## src/rtl/ifmap_pp_sched.sv

```systemverilog
// ifmap_pp_sched: tile scheduler for the ping-pong ifmap/result buffer pair.
// Sequences load -> bank swap -> compute -> drain per tile and counts tiles per layer.
module ifmap_pp_sched #(
    parameter int TILE_W = 16
) (
    input  logic              clk,
    input  logic              rstn,
    input  logic              enable,
    input  logic              start,
    input  logic              abort,
    input  logic [TILE_W-1:0] num_tiles,
    input  logic              load_done,
    input  logic              comp_done,
    input  logic              drain_done,
    output logic              load_ready,
    output logic              conv_en,
    output logic              comp_start,
    output logic              w_done,
    output logic              bank_sel,
    output logic              busy,
    output logic              layer_done,
    output logic              err,
    output logic [TILE_W-1:0] tiles_done
);
    typedef enum logic [1:0] {IDLE, RUN, DONE} state_t;

    state_t            state_q, state_d;
    logic [TILE_W-1:0] num_q, num_d, load_cnt_q, load_cnt_d, swap_cnt_q, swap_cnt_d, tiles_q, tiles_d;
    logic              loaded_q, loaded_d, computing_q, computing_d, draining_q, draining_d;
    logic              cs_q, cs_d, wd_q, wd_d, bank_q, bank_d, err_q, err_d;
    logic              pl_q, pl_d, pc_q, pc_d, pd_q, pd_d;
    logic              run, ld_ev, cd_ev, dd_ev, ld_ok, cd_ok, dd_ok;

    // Events seen while disabled are held in pl/pc/pd and replayed on the first enabled cycle.
    assign run   = enable && (state_q == RUN);
    assign ld_ev = enable && (load_done || pl_q);
    assign cd_ev = enable && (comp_done || pc_q);
    assign dd_ev = enable && (drain_done || pd_q);

    // A pending w_done also blocks the swap so the bank cannot flip before its drain has started.
    assign load_ready = run && !loaded_q && (load_cnt_q < num_q);
    assign conv_en    = run && loaded_q && !computing_q && !draining_q && !cs_q && !wd_q
                        && (swap_cnt_q < num_q);
    assign comp_start = run && cs_q;
    assign w_done     = run && wd_q;
    assign ld_ok      = ld_ev && load_ready;
    assign cd_ok      = cd_ev && computing_q;
    assign dd_ok      = dd_ev && draining_q;
    assign bank_sel   = bank_q;
    assign busy       = (state_q != IDLE);
    assign layer_done = enable && (state_q == DONE);
    assign err        = err_q;
    assign tiles_done = tiles_q;

    always_comb begin
        state_d     = state_q;
        num_d       = num_q;
        load_cnt_d  = ld_ok ? load_cnt_q + TILE_W'(1) : load_cnt_q;
        swap_cnt_d  = conv_en ? swap_cnt_q + TILE_W'(1) : swap_cnt_q;
        tiles_d     = dd_ok ? tiles_q + TILE_W'(1) : tiles_q;
        bank_d      = bank_q ^ conv_en;
        loaded_d    = ld_ok || (loaded_q && !conv_en);
        computing_d = comp_start || (computing_q && !cd_ok);
        draining_d  = w_done || (draining_q && !dd_ok);
        cs_d        = enable ? conv_en : cs_q;
        wd_d        = enable ? cd_ok : wd_q;
        pl_d        = !enable && (pl_q || load_done);
        pc_d        = !enable && (pc_q || comp_done);
        pd_d        = !enable && (pd_q || drain_done);
        err_d       = err_q || (ld_ev && !load_ready) || (cd_ev && !computing_q)
                      || (dd_ev && !draining_q);
        if (dd_ok && tiles_d == num_q)
            state_d = DONE;
        if (enable && state_q == DONE)
            state_d = IDLE;
        if (enable && start) begin
            if (state_q == IDLE) begin
                num_d       = num_tiles;
                load_cnt_d  = '0;
                swap_cnt_d  = '0;
                tiles_d     = '0;
                loaded_d    = 1'b0;
                computing_d = 1'b0;
                draining_d  = 1'b0;
                cs_d        = 1'b0;
                wd_d        = 1'b0;
                err_d       = (num_tiles == '0);
                state_d     = (num_tiles == '0) ? IDLE : RUN;
            end else begin
                err_d = 1'b1;
            end
        end
        if (abort) begin
            state_d     = IDLE;
            num_d       = '0;
            load_cnt_d  = '0;
            swap_cnt_d  = '0;
            tiles_d     = '0;
            loaded_d    = 1'b0;
            computing_d = 1'b0;
            draining_d  = 1'b0;
            cs_d        = 1'b0;
            wd_d        = 1'b0;
            pl_d        = 1'b0;
            pc_d        = 1'b0;
            pd_d        = 1'b0;
            err_d       = 1'b0;
        end
    end

    always_ff @(posedge clk) begin
        if (!rstn) begin
            state_q     <= IDLE;
            num_q       <= '0;
            load_cnt_q  <= '0;
            swap_cnt_q  <= '0;
            tiles_q     <= '0;
            loaded_q    <= 1'b0;
            computing_q <= 1'b0;
            draining_q  <= 1'b0;
            cs_q        <= 1'b0;
            wd_q        <= 1'b0;
            bank_q      <= 1'b0;
            err_q       <= 1'b0;
            pl_q        <= 1'b0;
            pc_q        <= 1'b0;
            pd_q        <= 1'b0;
        end else begin
            state_q     <= state_d;
            num_q       <= num_d;
            load_cnt_q  <= load_cnt_d;
            swap_cnt_q  <= swap_cnt_d;
            tiles_q     <= tiles_d;
            loaded_q    <= loaded_d;
            computing_q <= computing_d;
            draining_q  <= draining_d;
            cs_q        <= cs_d;
            wd_q        <= wd_d;
            bank_q      <= bank_d;
            err_q       <= err_d;
            pl_q        <= pl_d;
            pc_q        <= pc_d;
            pd_q        <= pd_d;
        end
    end
endmodule

```

## config.mk

```make
export PLATFORM = sky130hd
export DESIGN_NAME = ifmap_pp_sched
export DESIGN_NICKNAME = d
export VERILOG_FILES = /design/src/rtl/ifmap_pp_sched.sv
export SDC_FILE = /design/constraint.sdc
export NUM_CORES = 1
export LEC_CHECK = 0
export CORE_UTILIZATION = 40
export DETAILED_ROUTE_END_ITERATION = 7
export GPL_TIMING_DRIVEN = 0
export PLACE_DENSITY = 0.61
export SLEW_MARGIN = 40
export SYNTH_ARGS = -nofsm -noshare
export SYNTH_HDL_FRONTEND = slang
export SYNTH_SLANG_ARGS = --single-unit
```

## constraint.sdc

```tcl
create_clock -name clk -period 6.65 [get_ports clk]
set_input_delay 0.9975 -clock clk [delete_from_list [all_inputs] [get_ports clk]]
set_output_delay 0.9975 -clock clk [all_outputs]
set_load 0.02 [all_outputs]
```

# Word level (Yosys, flattened, before mapping)
# Index checks and enable logic that the tools add are counted.
dict set report classes {
  magnitude_cmp 2
  bitwise 2
  n_shift 0
  n_reduce_logical 53
  div 0
  n_mux 28
  n_mul 0
  n_eq_ne 3
  addsub 3
}
# op count
set ops {}
lappend ops {{$mux W16} 9}
lappend ops {{$add A16 B1 Y16 const B} 3}
lappend ops {{$lt A16 B16 Y1} 2}
lappend ops {{$logic_and A1 B1 Y1} 29}
lappend ops {{$eq A16 B16 Y1} 1}
lappend ops {{$logic_not A16 Y1} 1}
lappend ops {{$mux W1} 15}
lappend ops {{$logic_not A1 Y1} 10}
lappend ops {{$logic_or A1 B1 Y1} 9}
lappend ops {{$mux W2} 4}
lappend ops {{$eq A2 B1 Y1 const B} 1}
lappend ops {{$eq A2 B2 Y1 const B} 1}
lappend ops {{$logic_not A2 Y1} 1}
lappend ops {{$reduce_and A2 Y1} 1}
lappend ops {{$reduce_bool A2 Y1} 1}
lappend ops {{$reduce_or A2 Y1} 1}
lappend ops {{$not A1 Y1} 1}
lappend ops {{$xor A1 B1 Y1} 1}
dict set report word_totals {
  mem_count 0
  ramBits 0
  inputBits 24
  regBits 76
  latch_bits 0
  word_cells 106
  output_inout_bits 24
  romBits 0
}

# Logic depth before layout (Yosys ltp)
dict set report depth {
  word_depth 13
  depth_mapped 11
  mapped_depth_nobuf 10
}

# Least setup slack after synthesis
# Ideal clock, no wire load.
dict set report synth_timing {
  path_type {input port to output port}
  start {in enable}
  end {out conv_en}
  slack_ns 3.704
  t_required_ns 5.653
  cell_stages 5
  arrival_time_ns 1.949
  path_buffers 1
  path_cell_list {buf_4 -> nand2_1 -> or2_1 -> nor4_1 -> o21a_1}
}
dict set report synth_between {
  elab_chain_len 7
}
# item line_no
set synth_lines {}
lappend synth_lines {{start, declared} 8} ;# input logic enable,
lappend synth_lines {{$logic_and A1 B1 Y1} 35} ;# assign run = enable && (state_q == RUN);
lappend synth_lines {{$logic_and A1 B1 Y1 (5 in a row)} 42} ;# assign conv_en = run && loaded_q && !computing_q && !draining_q && !cs_q && !wd_q
lappend synth_lines {{$logic_and A1 B1 Y1} 43} ;# && (swap_cnt_q < num_q);
lappend synth_lines {{end, declared} 16} ;# output logic conv_en,
# Every way passes these cells.

# Worst setup path after layout
dict set report layout_timing {
  start {reg num_q[9]}
  end {out conv_en}
}
dict set report layout_between {
  elab_chain_len 2
}
# item line_no
set layout_lines {}
lappend layout_lines {{start, declared} 28} ;# logic [TILE_W-1:0] num_q, num_d, load_cnt_q, load_cnt_d, swap_cnt_q, swap_cnt_d, tiles_q, tiles_d;
lappend layout_lines {{start signal, assigned} 130} ;# num_q <= num_d;
lappend layout_lines {{$lt A16 B16 Y1} 43}
lappend layout_lines {{$logic_and A1 B1 Y1} 43}
# Every way passes these cells.

==> results.txt <==
The via count of the first global-routing pass is 3,650. The number of hold violations in the final report is 0, and the total negative slack for setup checks is 0 ns. After layout, the minimum clock period comes to 4.188 ns. For the count of vias placed by the detailed router, the log shows 4,035.

After the flow finishes, the layout carries non-filler instances totaling 736. For this configuration, the core starts out at a cell density of 41.78%. The worst IR drop on VDD was 0.1235 mV. The final worst setup slack is 2.462 ns. The logs give 3.60 ns for the register-to-register setup slack and 37 for the number of rows created at floorplan. Together, buffers and inverters on the worst path number 2. The number of instances resized during post-cts repair is 0.

The number of vias per cell after detailed routing works out to 5.482. For this run, the number of Yosys warnings is 0. Final worst-path cycle share: 62.97%. For the proportion of power drawn by the clock network, the log shows 44.3%.

The cell sitting at the root of the clock tree is a sky130_fd_sc_hd__clkbuf_8. Cells with a size suffix above 1 make up 4.500% of the layout. From left edge to right edge, the die measures 106.5 um. The tools report the sum of overflow across all layers after global routing as 0. The cell repeated most along the worst path is sky130_fd_sc_hd__a21o_1. In this run the count of I/O pins placed on the die edge is 48.

The logs give 0 for the final antenna-violating net count and 0 for the initial antenna violation count. The detailed router finished its first iteration with 293 violations. Measured against its own limit, the worst slew margin works out to 52.69%.

The die covers 11,350 um2. After detailed routing, the average wire length per cell comes to 16.57 um. At the worst endpoint, the arrival time is 3.19 ns. Global routing consumed, over all layers together, 22.71% of the routing resources. The critical path is of the flip-flop to output port type. For this run, the detailed router's first-pass iteration total came to 5.

At the end of routability-driven placement, the weighted congestion stood at 0.8585. Between clock sinks in the finished design, the worst skew comes to 0.007950 ns. The tools report the total of max-cap violations as 0. Leaving out fill and tap cells, the most frequent cell in the layout is sky130_fd_sc_hd__dfxtp_1.

The slowest stage of the critical path belongs to the cell sky130_fd_sc_hd__clkdlybuf4s50_1. In the layout the commonest cells are sky130_fd_sc_hd__dfxtp_1 (76), sky130_fd_sc_hd__nand2_1 (65), sky130_fd_sc_hd__nor2_1 (57), sky130_fd_sc_hd__a21oi_1 (47), sky130_fd_sc_hd__clkdlybuf4s50_1 (46). The tree built by TritonCTS fans out to 76 sinks.

After clock tree synthesis, the clock-pin slew on the worst setup and hold paths is 0.07 ns. For the total count of max-transition violations in the final report, the log shows 0. The most common flop cell mapped by yosys is sky130_fd_sc_hd__dfxtp_1. STA puts the critical path data required time at 5.65 ns. The clock passes through at most 2 buffers.

The power density of the placed cells is 181.1 nW/um2. The leakage component of the power was 0.001843 uW; the count of flip-flops with a built-in enable after synthesis was 0. The peak per-stage delay on the critical path was 0.63 ns.

The post-CTS repair timing setup buffer count came out at 0. Measured on the finished design, the core utilization comes to 50.07%. The H-tree was split into 3 levels.

By area the synthesized netlist is led by sky130_fd_sc_hd__dfxtp_1 (35%), sky130_fd_sc_hd__ha_1 (9.4%), sky130_fd_sc_hd__xnor2_1 (6.0%). At the placement stage, the worst setup path has a slack of 2.872 ns. The first global-routing pass estimated 19,390 um of wire. The worst setup path is captured at an output port. Of all flip-flops after synthesis, the portion carrying an async set or reset was 0%. Sequential elements use 34.80% of the synthesized area. The flow ran to the end, and the final reports show no timing, DRC or antenna violations.

TritonCTS built the clock tree. The top cell type by area accounts for 34.80% of the synthesized area. After the last flow step, the layout net total stands at 652.

Counting every instance in the synthesized netlist gives 538. Including well taps, the total number of placed cells is 720. In this run switching power makes up 23.25% of total power. The synthesized area was 4372 um2; the vertical die dimension was 106.5 um. Counting the buffers created by CTS gives 9. The number of antenna diodes in the final layout is 0.

A synthesized cell averages 8.126 um2. Setup repair after global routing left no endpoint under its margin. The count of unique library cells instantiated by Yosys is 50, and the clock network latency to the later pin of the worst-skew pair is 0.36 ns.

The sort of element at the start of the critical path was a flip-flop. The detailed-placement wirelength estimate is 9325 um. The final layout contains routed wiring with a total length of 12,200 um.

The hold buffer count at CTS was 0. The DRC violations left was 0. The class of the most critical hold timing path is flip-flop to flip-flop. Registers are responsible for 48.7% of the overall power. In this run the worst path has a maximum fanout of 4. The combinational share of power is 7.0%. Entering global routing, the biggest net connects 13 pins.

When the netlist entered floorplanning its net count stood at 595. The post-synthesis cell type with the largest combined area was sky130_fd_sc_hd__dfxtp_1. The transition at the pin with the smallest max-transition slack is 0.7097 ns. Cell family with the largest share of critical-path delay: compound AO/OA/AOI/OAI gates. The total area inside the core boundary comes to 10,460 um2.

Total of flip-flops plus latches after synthesis: 76. The run gives 728.0 uW as the internal power of the cells. Count of final setup violators: 0. The switching component of the power is 220.5 uW, and the layout overhead on the synthesized area is 19.83%. Walking the worst path, the cells encountered are inv_1 > ha_1 > a21o_1 > a21o_1 > a2111oi_0 > o211a_1 > o21a_1 > clkdlybuf4s50_1. Derived from the worst setup path, the maximum achievable clock frequency is 0.2388 GHz.

The filler cells instantiated in the layout total 1,052. The count of buffers added on input and output ports is 46.
-- synthesized netlist by cell type (3+ instances only) --
cell	count
sky130_fd_sc_hd__dfxtp_1	76
sky130_fd_sc_hd__nand2_1	65
sky130_fd_sc_hd__nor2_1	57
sky130_fd_sc_hd__a21oi_1	47
sky130_fd_sc_hd__ha_1	33
sky130_fd_sc_hd__inv_1	30
sky130_fd_sc_hd__xnor2_1	30
sky130_fd_sc_hd__clkbuf_1	17
sky130_fd_sc_hd__nand3_1	17
sky130_fd_sc_hd__o21ai_0	16
sky130_fd_sc_hd__nand4_1	15
sky130_fd_sc_hd__nor3_1	13
sky130_fd_sc_hd__xor2_1	13
sky130_fd_sc_hd__a21o_1	12
sky130_fd_sc_hd__nor4_1	12
sky130_fd_sc_hd__and2_1	9
sky130_fd_sc_hd__nand2b_1	8
sky130_fd_sc_hd__or3_1	8
sky130_fd_sc_hd__or4_1	6
sky130_fd_sc_hd__and3_1	5
sky130_fd_sc_hd__o211ai_1	5
sky130_fd_sc_hd__a2111oi_0	4
sky130_fd_sc_hd__o31ai_1	3
-- flip-flops by register name (all words and copies together), names as in the netlist --
name and count:
bank_sel 1, pd_q 1, pc_q 1, tiles_done 16
draining_q 1, num_q 16, load_cnt_q 16, state_q 2
cs_q 1, pl_q 1, wd_q 1, loaded_q 1
computing_q 1, swap_cnt_q 16, err 1
-- power groups by stage --
stage          clock network [uW]  logic, uW  registers, uW
2_1_floorplan                   0       35.2            471
3_3_place_gp                    0       65.7            472
3_5_place_dp                    0       66.3            472
4_1_cts                       429       66.7            462
5_1_grt                       448       73.4            462
6_report                      420       66.8            462
-- cell families (layout without fill, tap and decap cells) --
logic type	Yosys count	after routing	synth area share [%]
AND/OR/NAND/NOR	230	230	26.90
AO/OA/AOI/OAI	106	106	15.68
flip-flops	76	76	34.80
buffers and inverters	49	111	4.322
XOR/XNOR	43	43	8.615
adder cells (fa/ha/maj)	33	33	9.445
multiplexers	1	1	0.2290
-- metrics by stage --
stage	hold slack [ns]	area, um2	total power [uW]
floorplan	0.4363	4372	506.4
global placement	0.4469	5002	538.0
detailed placement	0.4488	5002	538.7
CTS	0.4594	5239	957.6
global route	0.4961	5239	983.4
finish	0.4558	5239	948.5
-- final timing paths --
kind / end / from / depth (start not counted)
setup / recovery: conv_en / num_q[9]$_SDFFE_PP0P_ / 8
hold / removal: num_q[7]$_SDFFE_PP0P_ / num_q[7]$_SDFFE_PP0P_ / 2
setup reg to reg: swap_cnt_q[13]$_SDFF_PP0_ / num_q[9]$_SDFFE_PP0P_ / 11
hold reg to reg: num_q[7]$_SDFFE_PP0P_ / num_q[7]$_SDFFE_PP0P_ / 2
-- routing by layer --
metal / GRT usage, % / up-vias / part of all wire (%)
met5: 0 / - / 0
met4: 8.806 / 0 / 2.6
met3: 5.641 / 22 / 5.7
met2: 34.04 / 123 / 43
met1: 31.14 / 1877 / 49
li1: - / 2013 / -
-- cell type report --
cell class | instances | area (um2) | share of cell area, %
Multi-Input combinational cell | 413 | 2661 | 50.80
Inverter | 30 | 112.6 | 2.150
Tap cell | 136 | 170.2 | 3.248
Timing Repair Buffer | 46 | 460.4 | 8.789
Sequential cell | 76 | 1521 | 29.04
Clock buffer | 13 | 168.9 | 3.224
Buffer | 19 | 76.32 | 1.457
Clock inverter | 3 | 67.56 | 1.290
-- tightest hold or removal path, delay by kind of cell (launching register included) --
kind	cells	cell delay, ns
AND/OR/NAND/NOR	1	0.05
flip-flops	1	0.31
AO/OA/AOI/OAI	1	0.05
(Power assumes the default switching activity.)
